### config.mk
export PLATFORM = sky130hd
export DESIGN_NAME = multdiv_unit
export DESIGN_NICKNAME = d
export VERILOG_FILES = /design/src/rtl/multdiv_unit_pkg.sv /design/src/rtl/multdiv_counter.sv /design/src/rtl/thirty_two_bit_cla.sv /design/src/rtl/multdiv_unit.sv
export SDC_FILE = /design/constraint.sdc
export NUM_CORES = 1
export LEC_CHECK = 0
export ABC_AREA = 1
export BUFFER_PORTS_ARGS = -buffer_cell sky130_fd_sc_hd__buf_2
export CORE_ASPECT_RATIO = 0.6
export CORE_MARGIN = 1.5
export CORE_UTILIZATION = 56
export CTS_CLUSTER_SIZE = 40
export DETAILED_ROUTE_END_ITERATION = 12
export PLACE_DENSITY = 0.9
export SLEW_MARGIN = 40
export SYNTH_ARGS = -nofsm -noshare
export SYNTH_HDL_FRONTEND = slang
export SYNTH_SLANG_ARGS = --single-unit
### constraint.sdc
create_clock -name clock -period 3.7 [get_ports clock]
set_input_delay 0.185 -clock clock [delete_from_list [all_inputs] [get_ports clock]]
set_output_delay 0.185 -clock clock [all_outputs]
set_load 0.005 [all_outputs]
### src/rtl/multdiv_unit_pkg.sv
// Shared constants, FSM encoding and helpers for the multicycle multiply/divide unit.
package multdiv_unit_pkg;
    localparam int WIDTH = 32;
    localparam int ITERS = 32;
    localparam int CNT_W = 5;
    localparam logic [CNT_W-1:0] CNT_LOAD = CNT_W'(ITERS - 1);
    localparam logic [WIDTH-1:0] DIV_OVF_RESULT = 32'h80000000;

    typedef enum logic [1:0] {
        S_IDLE = 2'd0,
        S_RUN  = 2'd1,
        S_DONE = 2'd2
    } state_t;

    // 0x80000000 maps to unsigned 2^31, which still fits in 32 bits.
    function automatic logic [WIDTH-1:0] abs32(input logic [WIDTH-1:0] x);
        return x[WIDTH-1] ? (~x + 32'd1) : x;
    endfunction
endpackage

### src/rtl/multdiv_counter.sv
// Iteration down counter with synchronous load and terminal-count flag.
import multdiv_unit_pkg::*;

module multdiv_counter (
    input  logic             clock,
    input  logic             reset,
    input  logic             load,
    input  logic [CNT_W-1:0] load_val,
    input  logic             dec,
    output logic             tc
);
    logic [CNT_W-1:0] count_q, count_d;

    always_comb begin
        count_d = count_q;
        if (load)
            count_d = load_val;
        else if (dec)
            count_d = count_q - 1'b1;
    end

    always_ff @(posedge clock or posedge reset) begin
        if (reset) count_q <= '0;
        else       count_q <= count_d;
    end

    assign tc = (count_q == '0);
endmodule

### src/rtl/thirty_two_bit_cla.sv
// 32-bit adder with carry in/out shared by the iteration step and final negation.
module thirty_two_bit_cla (
    input  logic [31:0] a,
    input  logic [31:0] b,
    input  logic        cin,
    output logic [31:0] sum,
    output logic        cout
);
    assign {cout, sum} = {1'b0, a} + {1'b0, b} + {32'd0, cin};
endmodule

### src/rtl/multdiv_unit.sv
// Multicycle signed 32-bit multiply (shift-add) / divide (restoring) unit, fixed 33-cycle latency.
import multdiv_unit_pkg::*;

module multdiv_unit (
    input  logic             clock,
    input  logic             reset,
    input  logic [WIDTH-1:0] data_operandA,
    input  logic [WIDTH-1:0] data_operandB,
    input  logic             ctrl_MULT,
    input  logic             ctrl_DIV,
    output logic [WIDTH-1:0] data_result,
    output logic             data_exception,
    output logic             data_resultRDY
);
    state_t           state_q, state_d;
    logic [WIDTH-1:0] mc_q, mc_d;      // |multiplicand| or |divisor|
    logic [WIDTH-1:0] hi_q, hi_d;      // product high word / partial remainder
    logic [WIDTH-1:0] lo_q, lo_d;      // multiplier->product low / dividend->quotient
    logic             div_q, div_d;
    logic             neg_q, neg_d;
    logic             dz_q, dz_d;
    logic             fin_q, fin_d;
    logic [WIDTH-1:0] result_q, result_d;
    logic             exc_q, exc_d;
    logic             rdy_q, rdy_d;

    logic             start, cnt_load, cnt_dec, cnt_tc;
    logic [WIDTH-1:0] cla_a, cla_b, cla_sum, shifted;
    logic             cla_cin, cla_cout;
    logic [WIDTH-1:0] fin_res;
    logic             fin_exc;

    assign start   = ctrl_MULT | ctrl_DIV;
    assign shifted = {hi_q[WIDTH-2:0], lo_q[WIDTH-1]};

    // One adder: iteration step while running, two's-complement of lo on the finishing cycle.
    always_comb begin
        cla_a   = hi_q;
        cla_b   = lo_q[0] ? mc_q : '0;
        cla_cin = 1'b0;
        if (fin_q) begin
            cla_a   = ~lo_q;
            cla_b   = '0;
            cla_cin = 1'b1;
        end else if (div_q) begin
            cla_a   = shifted;
            cla_b   = ~mc_q;
            cla_cin = 1'b1;
        end
    end

    thirty_two_bit_cla u_cla (
        .a    (cla_a),
        .b    (cla_b),
        .cin  (cla_cin),
        .sum  (cla_sum),
        .cout (cla_cout)
    );

    multdiv_counter u_cnt (
        .clock    (clock),
        .reset    (reset),
        .load     (cnt_load),
        .load_val (CNT_LOAD),
        .dec      (cnt_dec),
        .tc       (cnt_tc)
    );

    // Overflow judged on the magnitude: negatives may reach 2^31, positives only 2^31-1.
    always_comb begin
        fin_res = neg_q ? cla_sum : lo_q;
        fin_exc = 1'b0;
        if (!div_q) begin
            if (neg_q)
                fin_exc = (hi_q != '0) || (lo_q[WIDTH-1] && (lo_q[WIDTH-2:0] != '0));
            else
                fin_exc = (hi_q != '0) || lo_q[WIDTH-1];
        end else if (dz_q) begin
            fin_res = '0;
            fin_exc = 1'b1;
        end else if (!neg_q && lo_q[WIDTH-1]) begin
            fin_res = DIV_OVF_RESULT;
            fin_exc = 1'b1;
        end
    end

    always_comb begin
        state_d  = state_q;
        mc_d     = mc_q;
        hi_d     = hi_q;
        lo_d     = lo_q;
        div_d    = div_q;
        neg_d    = neg_q;
        dz_d     = dz_q;
        fin_d    = fin_q;
        result_d = result_q;
        exc_d    = exc_q;
        rdy_d    = 1'b0;
        cnt_load = 1'b0;
        cnt_dec  = 1'b0;
        if (start) begin
            state_d  = S_RUN;
            div_d    = !ctrl_MULT;
            mc_d     = abs32(data_operandB);
            hi_d     = '0;
            lo_d     = abs32(data_operandA);
            neg_d    = data_operandA[WIDTH-1] ^ data_operandB[WIDTH-1];
            dz_d     = (data_operandB == '0);
            fin_d    = 1'b0;
            cnt_load = 1'b1;
        end else begin
            case (state_q)
                S_RUN: begin
                    if (fin_q) begin
                        result_d = fin_res;
                        exc_d    = fin_exc;
                        rdy_d    = 1'b1;
                        fin_d    = 1'b0;
                        state_d  = S_DONE;
                    end else begin
                        cnt_dec = !cnt_tc;
                        fin_d   = cnt_tc;
                        if (div_q) begin
                            hi_d = cla_cout ? cla_sum : shifted;
                            lo_d = {lo_q[WIDTH-2:0], cla_cout};
                        end else begin
                            hi_d = {cla_cout, cla_sum[WIDTH-1:1]};
                            lo_d = {cla_sum[0], lo_q[WIDTH-1:1]};
                        end
                    end
                end
                S_DONE:  state_d = S_IDLE;
                default: state_d = S_IDLE;
            endcase
        end
    end

    always_ff @(posedge clock or posedge reset) begin
        if (reset) begin
            state_q  <= S_IDLE;
            mc_q     <= '0;
            hi_q     <= '0;
            lo_q     <= '0;
            div_q    <= 1'b0;
            neg_q    <= 1'b0;
            dz_q     <= 1'b0;
            fin_q    <= 1'b0;
            result_q <= '0;
            exc_q    <= 1'b0;
            rdy_q    <= 1'b0;
        end else begin
            state_q  <= state_d;
            mc_q     <= mc_d;
            hi_q     <= hi_d;
            lo_q     <= lo_d;
            div_q    <= div_d;
            neg_q    <= neg_d;
            dz_q     <= dz_d;
            fin_q    <= fin_d;
            result_q <= result_d;
            exc_q    <= exc_d;
            rdy_q    <= rdy_d;
        end
    end

    assign data_result    = result_q;
    assign data_exception = exc_q;
    assign data_resultRDY = rdy_q;
endmodule

==> summary.txt, run 1 <==
status: complete, no violations
final max-slew violation count: 0
Mapped Area: 0.0123 mm^2
CTS tree: yes
Die ar.: 0.0230 mm^2
GPL Wtd Cong: 1.07
switching power: 2.45 mW
DRT Pass-1 Iters: 6
worst clock skew: 0.0150 ns
Synthesis Warnings: 0
total grt overflow: 0
top cell type's share of synthesized area: 28.6%
worst-path fanout max: 74
clk root buf: clkbuf_16
fillcell total: 1974
clock transition at the registers of the reported paths: 0.07 ns
drt first-iter violations: 2344
Max Freq: 283 MHz
Clock H-tree levels: 4
Rows: 41
Hold WS: 0.0253 ns
Most Frequent Cell on Critical Path: nand2_1
area leader, netlist: dfrtp_1
Netlist cell types: 49
power per cell area: 414 mW/mm^2
Routed WL: 48700 um
clk buf depth: 2
drt wl/cell: 20.2 um
EDFF count, synth: 0
switching share of power: 42.2%
Final TNS setup: 0 ns
Area contributors post-synth: dfrtp_1 29%, nand2_1 20%, inv_1 7.2%, a21oi_1 6.1%, o21ai_0 6.1%
slew margin rel.: 47.3%
synth-to-layout area growth: 13.4%
Die Height: 118 um
FF+latch area: 0.00353 mm^2
most frequent cells in the layout: 643 x nand2_1, 232 x inv_1, 160 x nor2_1, 148 x o21ai_0, 147 x a21oi_1
ANT cells: 0
net count after synthesis: 2127
initial antenna violation count: 0
period utilization: 95.6%
post-route ant nets: 0
Tmin final: 3.54 ns
Port-buffer cells: 101
Setup CP Type: reg -> reg
r2r setup slk: 0.16 ns
Synth async-reset ratio: 100%
Ports: 102
CP endpoint kind: flop
nets: 2217
register area share after synthesis: 28.6%
drc violations: 0
Final HPWL DP: 36800 um
clock sink count: 141
Sequential Power Share: 31.3%
RSZ-0062 raised after global routing: no
Slew @ Worst Pin: 0.790 ns
CP Launch Type: flop
largest net degree at the start of global routing: 99
Initial Utilization: 58.0%
area taken by multi-input logic gates: 0.00751 mm^2
Clk pwr share: 31.6%
total of max-cap violations: 0
vias per cell: 6.07
Critical Path RT: 4.03 ns
flops & latches, synth: 141
CORE AREA: 0.0213 mm^2
Comb power frac: 37.1%
Final Setup Violations: 0
Post-Synthesis Cells: 2022
first-pass GRT wire length: 75000 um
critical-path cell list: buf_12 -> nand2_1 -> nand2_1 -> a21oi_1 -> a21oi_2 -> ha_1 -> nand2_1 -> inv_1 -> nand2_1 -> nand2_1 -> a21oi_1 -> nand2_1 -> or2_2 -> nand2_1 -> inv_1 -> o21ai_0 -> nand2_1
worst vdd ir: 0.362 mV
Total GRT Usage: 42.6%
Arr. time, crit path: 3.87 ns
share of post-route cells with drive strength above 1: 12.1%
clk_lat worst skew: 0.45 ns
CTS Buf Count: 17
Synth Area per Inst: 6.10 um^2
slowest cell on the critical path: dfrtp_4
vias post-DR: 14600
vias in the first global route: 13100
Internal: 3.35 mW
Worst path max stage delay: 0.49 ns
die width: 195 um
predominant post-synthesis flop cell: dfrtp_1
most common cell after layout, fill and taps aside: nand2_1
worst hold path type: in -> reg
cell leakage power: 7.55 nW
Final Hold Fails: 0
## path summary, 6_finish.rpt
check	from	to	cells after the start
max in group asynchronous	reset	div_q$_DFFE_PP0N_	4
worst max register to register	div_q$_DFFE_PP0N_	data_result[15]$_DFFE_PP0P_	17
worst min register to register	data_result[23]$_DFFE_PP0P_	data_result[23]$_DFFE_PP0P_	2
min in group asynchronous	reset	lo_q[16]$_DFFE_PP0P_	4
worst min-delay path	data_operandB[30]	mc_q[30]$_DFFE_PP0N_	3
worst max-delay path	div_q$_DFFE_PP0N_	data_result[15]$_DFFE_PP0P_	17
## routing by layer
| metal | track usage (%) | routed length (um) | vias to the layer above | share of wire, % |
|---|---|---|---|---|
| li1 | - | - | 6762 | - |
| met4 | 12.5 | 1390 | 0 | 2.8 |
| met1 | 61.8 | 20300 | 6648 | 42 |
| met2 | 57.3 | 18700 | 1076 | 39 |
| met5 | 0 | 0 | - | 0 |
| met3 | 17.0 | 8220 | 110 | 17 |
## area by class of cell
| class | instances | area share (%) |
|---|---|---|
| inverter | 246 | 6.64 |
| timing repair buffer | 167 | 7.63 |
| multi-input combinational | 1539 | 53.7 |
| clock inverter | 15 | 1.29 |
| tap | 279 | 2.49 |
| clock buffer | 17 | 3.04 |
| sequential | 141 | 25.2 |
## cells in the mapped netlist, drive strengths merged (2+ instances only)
library cell / count
xor2: 15
o21ai: 174
a31oi: 16
clkinv: 2
ha: 35
a21o: 2
clkbuf: 66
nand3b: 14
nand2: 652
a211oi: 30
nand4: 21
a22oi: 9
nor3: 20
inv: 244
dfrtp: 141
xnor2: 9
o21bai: 5
buf: 30
fa: 2
a21oi: 153
a32o: 2
o22ai: 2
nor4: 16
nor2: 169
nand3: 147
o211ai: 21
or2: 19
## metrics by stage
stage / area [um^2] / power (mW) / util (%) / setup WS, ns / std cells
2_1_floorplan: 12300 / 3.03 / - / 0.264 / 2022
3_3_place_gp: 13400 / 3.82 / 62.7 / 0.327 / 2370
3_5_place_dp: 13400 / 3.83 / 62.7 / 0.310 / 2370
4_1_cts: 14000 / 5.64 / 65.7 / 0.307 / 2404
5_1_grt: 14000 / 6.00 / 65.8 / 0.0296 / 2404
6_report: 14000 / 5.80 / 65.8 / 0.162 / 2404
## repair_timing
action / 4_1_cts / 5_1_grt
setup endpoints to repair: 0 / 22
setup buffers: 0 / 0
gates resized for setup: 0 / 11
endpoints found under the hold margin: 142 / 0
hold buffers: 2 / 0
## sequential cells by signal, indices dropped and copies added, names as in the netlist
signal          cells
fin_q               1
data_exception      1
mc_q               32
data_result        32
dz_q                1
hi_q               32
data_resultRDY      1
u_cnt.count_q       5
div_q               1
state_q             2
lo_q               32
neg_q               1
## critical path: cells and delay by family (launching register included)
kind / cells / cell delay [ns]
AO/OA/AOI/OAI: 4 / 0.74
adder cells (fa/ha/maj): 1 / 0.36
buffers and inverters: 3 / 0.50
flip-flops: 1 / 0.49
AND/OR/NAND/NOR: 9 / 1.31
## power by group through the flow
stage	clock (mW)	combinational (mW)	sequential (mW)
global route	1.87	2.31	1.82
finish	1.83	2.15	1.81
detailed placement	0	2.00	1.83
CTS	1.81	2.03	1.80
floorplan	0	1.26	1.76
global placement	0	1.99	1.83
## logic make-up (layout without fill, tap and decap cells)
family	after synthesis	in the layout	synth area share [%]
compound gates	418	418	18.7
flops	141	141	28.6
buf+inv	342	445	10.8
fa+ha+maj	37	37	3.87
simple gates	1060	1060	36.3
xor+xnor	24	24	1.70
(Power assumes the default switching activity.)
==> inputs of run 2 (changes only) <==
--- a/config.mk
+++ b/config.mk
@@ -5,11 +5,10 @@
 export SDC_FILE = /design/constraint.sdc
 export NUM_CORES = 1
 export LEC_CHECK = 0
-export ABC_AREA = 1
 export BUFFER_PORTS_ARGS = -buffer_cell sky130_fd_sc_hd__buf_2
 export CORE_ASPECT_RATIO = 0.6
 export CORE_MARGIN = 1.5
-export CORE_UTILIZATION = 56
+export CORE_UTILIZATION = 55
 export CTS_CLUSTER_SIZE = 40
 export DETAILED_ROUTE_END_ITERATION = 12
 export PLACE_DENSITY = 0.9
==> run 2 against run 1 <==
  * Area after synthesis decreased by 12%
  * Via count decreased by 24%
  * Global-route usage decreased by 9.0 points
  * Sequential share of layout area increased by 1.5 points
  * Sequential power about the same
  * Largest power group is now registers
  * Highest routed layer is now met5
==> summary.txt, run 2 <==
status: complete, no violations
vias per cell: 6.43 (+6.0%)
clock transition at the registers of the reported paths: 0.07 ns (about the same)
Die ar.: 0.0207 mm^2 (-9.8%)
die width: 185 um (-5.1%)
met3 routed wirelength: 3670 um (-55%)
nets: 1557 (-30%)
fillcell total: 1538 (-22%)
Die Height: 112 um (-5.0%)
Synth async-reset ratio: 100% (unchanged)
clk buf depth: 2 (unchanged)
FF+latch area: 0.00353 mm^2 (about the same)
total of max-cap violations: 0 (unchanged)
CTS Buf Count: 17 (unchanged)
Initial Utilization: 56.7% (-1.2 points)
vias in the first global route: 10300 (-21%)
final instance area: 0.0132 mm^2 (-5.7%)
Final Hold Fails: 0 (unchanged)
vias post-DR: 11100 (-24%)
total grt overflow: 0 (unchanged)
Post-Synthesis Cells: 1321 (-35%)
Final Setup Violations: 0 (unchanged)
hold-critical path depth: 2 (-1)
initial antenna violation count: 1 (+1)
DRT Pass-1 Iters: 6 (unchanged)
Synthesis Warnings: 0 (unchanged)
total power: 4.99 mW (-14%)
clk root buf: clkbuf_16
wire length on met2: 15300 um (-18%)
worst hold path type: in -> reg
drt first-iter violations: 1386 (-41%)
Synth top cells by count: 177 x nand2_1, 166 x o21ai_0, 141 x dfrtp_1
Sequential Power Share: 36.7% (+5.4 points)
Synth Area per Inst: 8.25 um^2 (+35%)
slew margin rel.: 48.9% (+1.5 points)
R2R Path End: hi_q[20]$_DFFE_PP0P_
clk_lat worst skew: 0.44 ns (about the same)
Area contributors post-synth: dfrtp_1 32%, mux2i_1 10%, o21ai_0 7.6%, nand2_1 6.1%, xor2_1 5.1%
most common cell after layout, fill and taps aside: nand2_1
Max Freq: 278 MHz (-1.5%)
Max Used Layer: met5
DP Worst Slack: -0.236 ns (-0.546 ns)
placed instance area: 0.0122 mm^2 (-8.9%)
area leader, netlist: dfrtp_1
Clock H-tree levels: 4 (unchanged)
Ports: 102 (unchanged)
Internal: 3.22 mW (-3.9%)
cell leakage power: 6.02 nW (-20%)
share of post-route cells with drive strength above 1: 21.1% (+9.0 points)
drc violations: 0 (unchanged)
count leader, synth: nand2_1
Rows: 39 (-4.9%)
Total GRT Usage: 33.7% (-9.0 points)
flops & latches, synth: 141 (unchanged)
post-route ant nets: 0 (unchanged)
final max-slew violation count: 0 (unchanged)
Post-Route M1 WL: 15600 um (-23%)
worst-path fanout max: 14 (-81%)
clock sink count: 141 (unchanged)
net count after synthesis: 1426 (-33%)
switching share of power: 35.6% (-6.6 points)
largest net degree at the start of global routing: 73 (-26%)
Hold EP: div_q$_DFFE_PP0N_
ANT cells: 0 (unchanged)
worst clock skew: 0.0112 ns (-0.00378 ns)
Tmin final: 3.59 ns (+0.0540 ns)
Critical Path RT: 4.02 ns (about the same)
Port-buffer cells: 101 (unchanged)
worst vdd ir: 0.342 mV (-5.4%)
Comb power frac: 29.0% (-8.1 points)
Arr. time, crit path: 3.91 ns (+0.04 ns)
CP Launch Type: flop
predominant post-synthesis flop cell: dfrtp_1
reg2reg start: div_q$_DFFE_PP0N_
synth-to-layout area growth: 21.1%
Final TNS setup: 0 ns (unchanged)
CORE AREA: 0.0192 mm^2 (-9.7%)
Mapped Area: 0.0109 mm^2 (-12%)
EDFF count, synth: 0 (unchanged)
Setup CP Type: reg -> reg
Worst R2R Path Depth: 15 (-2)
GPL Wtd Cong: 0.998 (-6.5%)
Setup WS post-layout: 0.108 ns (-0.0540 ns)
CP endpoint kind: flop
most frequent cells in the layout: 173 x nand2_1, 155 x o21ai_0, 139 x dfrtp_1, 112 x mux2i_1, 101 x buf_2
Final HPWL DP: 25200 um (-32%)
Slew @ Worst Pin: 0.767 ns (-0.0226 ns)
Netlist cell types: 61 (+24%)
Clk pwr share: 34.3% (+2.7 points)
period utilization: 97.1% (+1.5 points)
top cell type's share of synthesized area: 32.4% (+3.8 points)
register area share after synthesis: 32.4% (+3.8 points)
Routed WL: 35500 um (-27%)
drt wl/cell: 20.5 um (+1.4%)
r2r setup slk: 0.11 ns (-0.05 ns)
power per cell area: 378 mW/mm^2 (-8.6%)
area taken by multi-input logic gates: 0.00732 mm^2 (-2.6%)
first-pass GRT wire length: 54200 um (-28%)
switching power: 1.78 mW (-27%)
CTS tree: yes
HP Start: ctrl_MULT
-- run 2: cell count changes after synthesis, sizes merged, moves of 71 or more --
cell	before	now
mux2i	0	113
a21oi	153	82
inv	244	24
nand3	147	11
nor2	169	74
nand2	652	177
-- run 2: power groups by stage --
stage	sequential (mW)	clock, mW	combinational [mW]
after global placement	1.84	0	1.27
after CTS	1.82	1.72	1.32
after floorplan	1.79	0	0.851
after global routing	1.85	1.79	1.56
final	1.83	1.71	1.45
after detailed placement	1.85	0	1.30
-- run 2: final cells by class --
| class | instances | share of cell area [%] |
|---|---|---|
| tap | 266 | 2.52 |
| sequential | 141 | 26.8 |
| clock buffer | 19 | 3.36 |
| timing repair buffer | 195 | 10.2 |
| inverter | 25 | 0.768 |
| clock inverter | 13 | 0.986 |
| multi-input combinational | 1072 | 55.4 |
-- run 2: timing repair --
item                       in CTS  in global routing
gates cloned                    0                  2
hold endpoints to repair       25                  0
hold buffers                    1                  0
setup endpoints to repair      24                 53
setup buffers                   1                  5
pin swaps                       4                 25
resized for setup               8                 79
-- run 2: per-stage QoR --
step	cells	hold slack (ns)	util, %
after floorplan	1321	0.251	-
after global placement	1690	0.331	63.3
after detailed placement	1690	0.334	63.3
after CTS	1724	0.00318	66.5
after global routing	1731	0.0150	68.7
final	1731	0.0276	68.7
-- run 2: logic make-up (layout without fill, tap and decap cells) --
| family | count (synthesis) | after routing | synth area share, % |
|---|---|---|---|
| compound gates | 434 | 434 | 24.6 |
| xor+xnor | 90 | 90 | 7.23 |
| fa+ha+maj | 37 | 37 | 4.38 |
| buf+inv | 108 | 252 | 3.72 |
| flops | 141 | 141 | 32.4 |
| mux | 113 | 113 | 10.4 |
| simple gates | 398 | 398 | 17.3 |
-- run 2: worst max-delay path by stage --
stage                     cells after the start              start  slack [ns]                           to
after global routing                         15  div_q$_DFFE_PP0N_       -0.03         hi_q[18]$_DFFE_PP0P_
after floorplan                              15  div_q$_DFFE_PP0N_       0.003         hi_q[25]$_DFFE_PP0P_
final                                        15  div_q$_DFFE_PP0N_        0.11         hi_q[20]$_DFFE_PP0P_
after global placement                       14  div_q$_DFFE_PP0N_       -0.13  data_result[26]$_DFFE_PP0P_
after CTS                                    18  div_q$_DFFE_PP0N_        0.01  data_result[19]$_DFFE_PP0P_
after detailed placement                     14  div_q$_DFFE_PP0N_       -0.24  data_result[26]$_DFFE_PP0P_
-- run 2: metal layers --
metal	GRT usage, %	up-vias
li1	-	5105
met1	47.7	5336
met2	48.6	600
met3	10.2	94
met4	12.1	2
met5	0	-
-- run 2: critical path, stage by stage, from the launching register on --
cell and delay, ns:
dfrtp_4 0.51, nor2b_4 0.13, mux2i_1 0.08, or2_2 0.29, fa_2 0.36, fa_2 0.35, nand2b_4 0.16, a21oi_4 0.21
buf_4 0.14, o2111ai_2 0.18, a31oi_2 0.30, o21ai_4 0.12, buf_12 0.17, and2_1 0.17, a211oi_2 0.19, o21ai_1 0.09
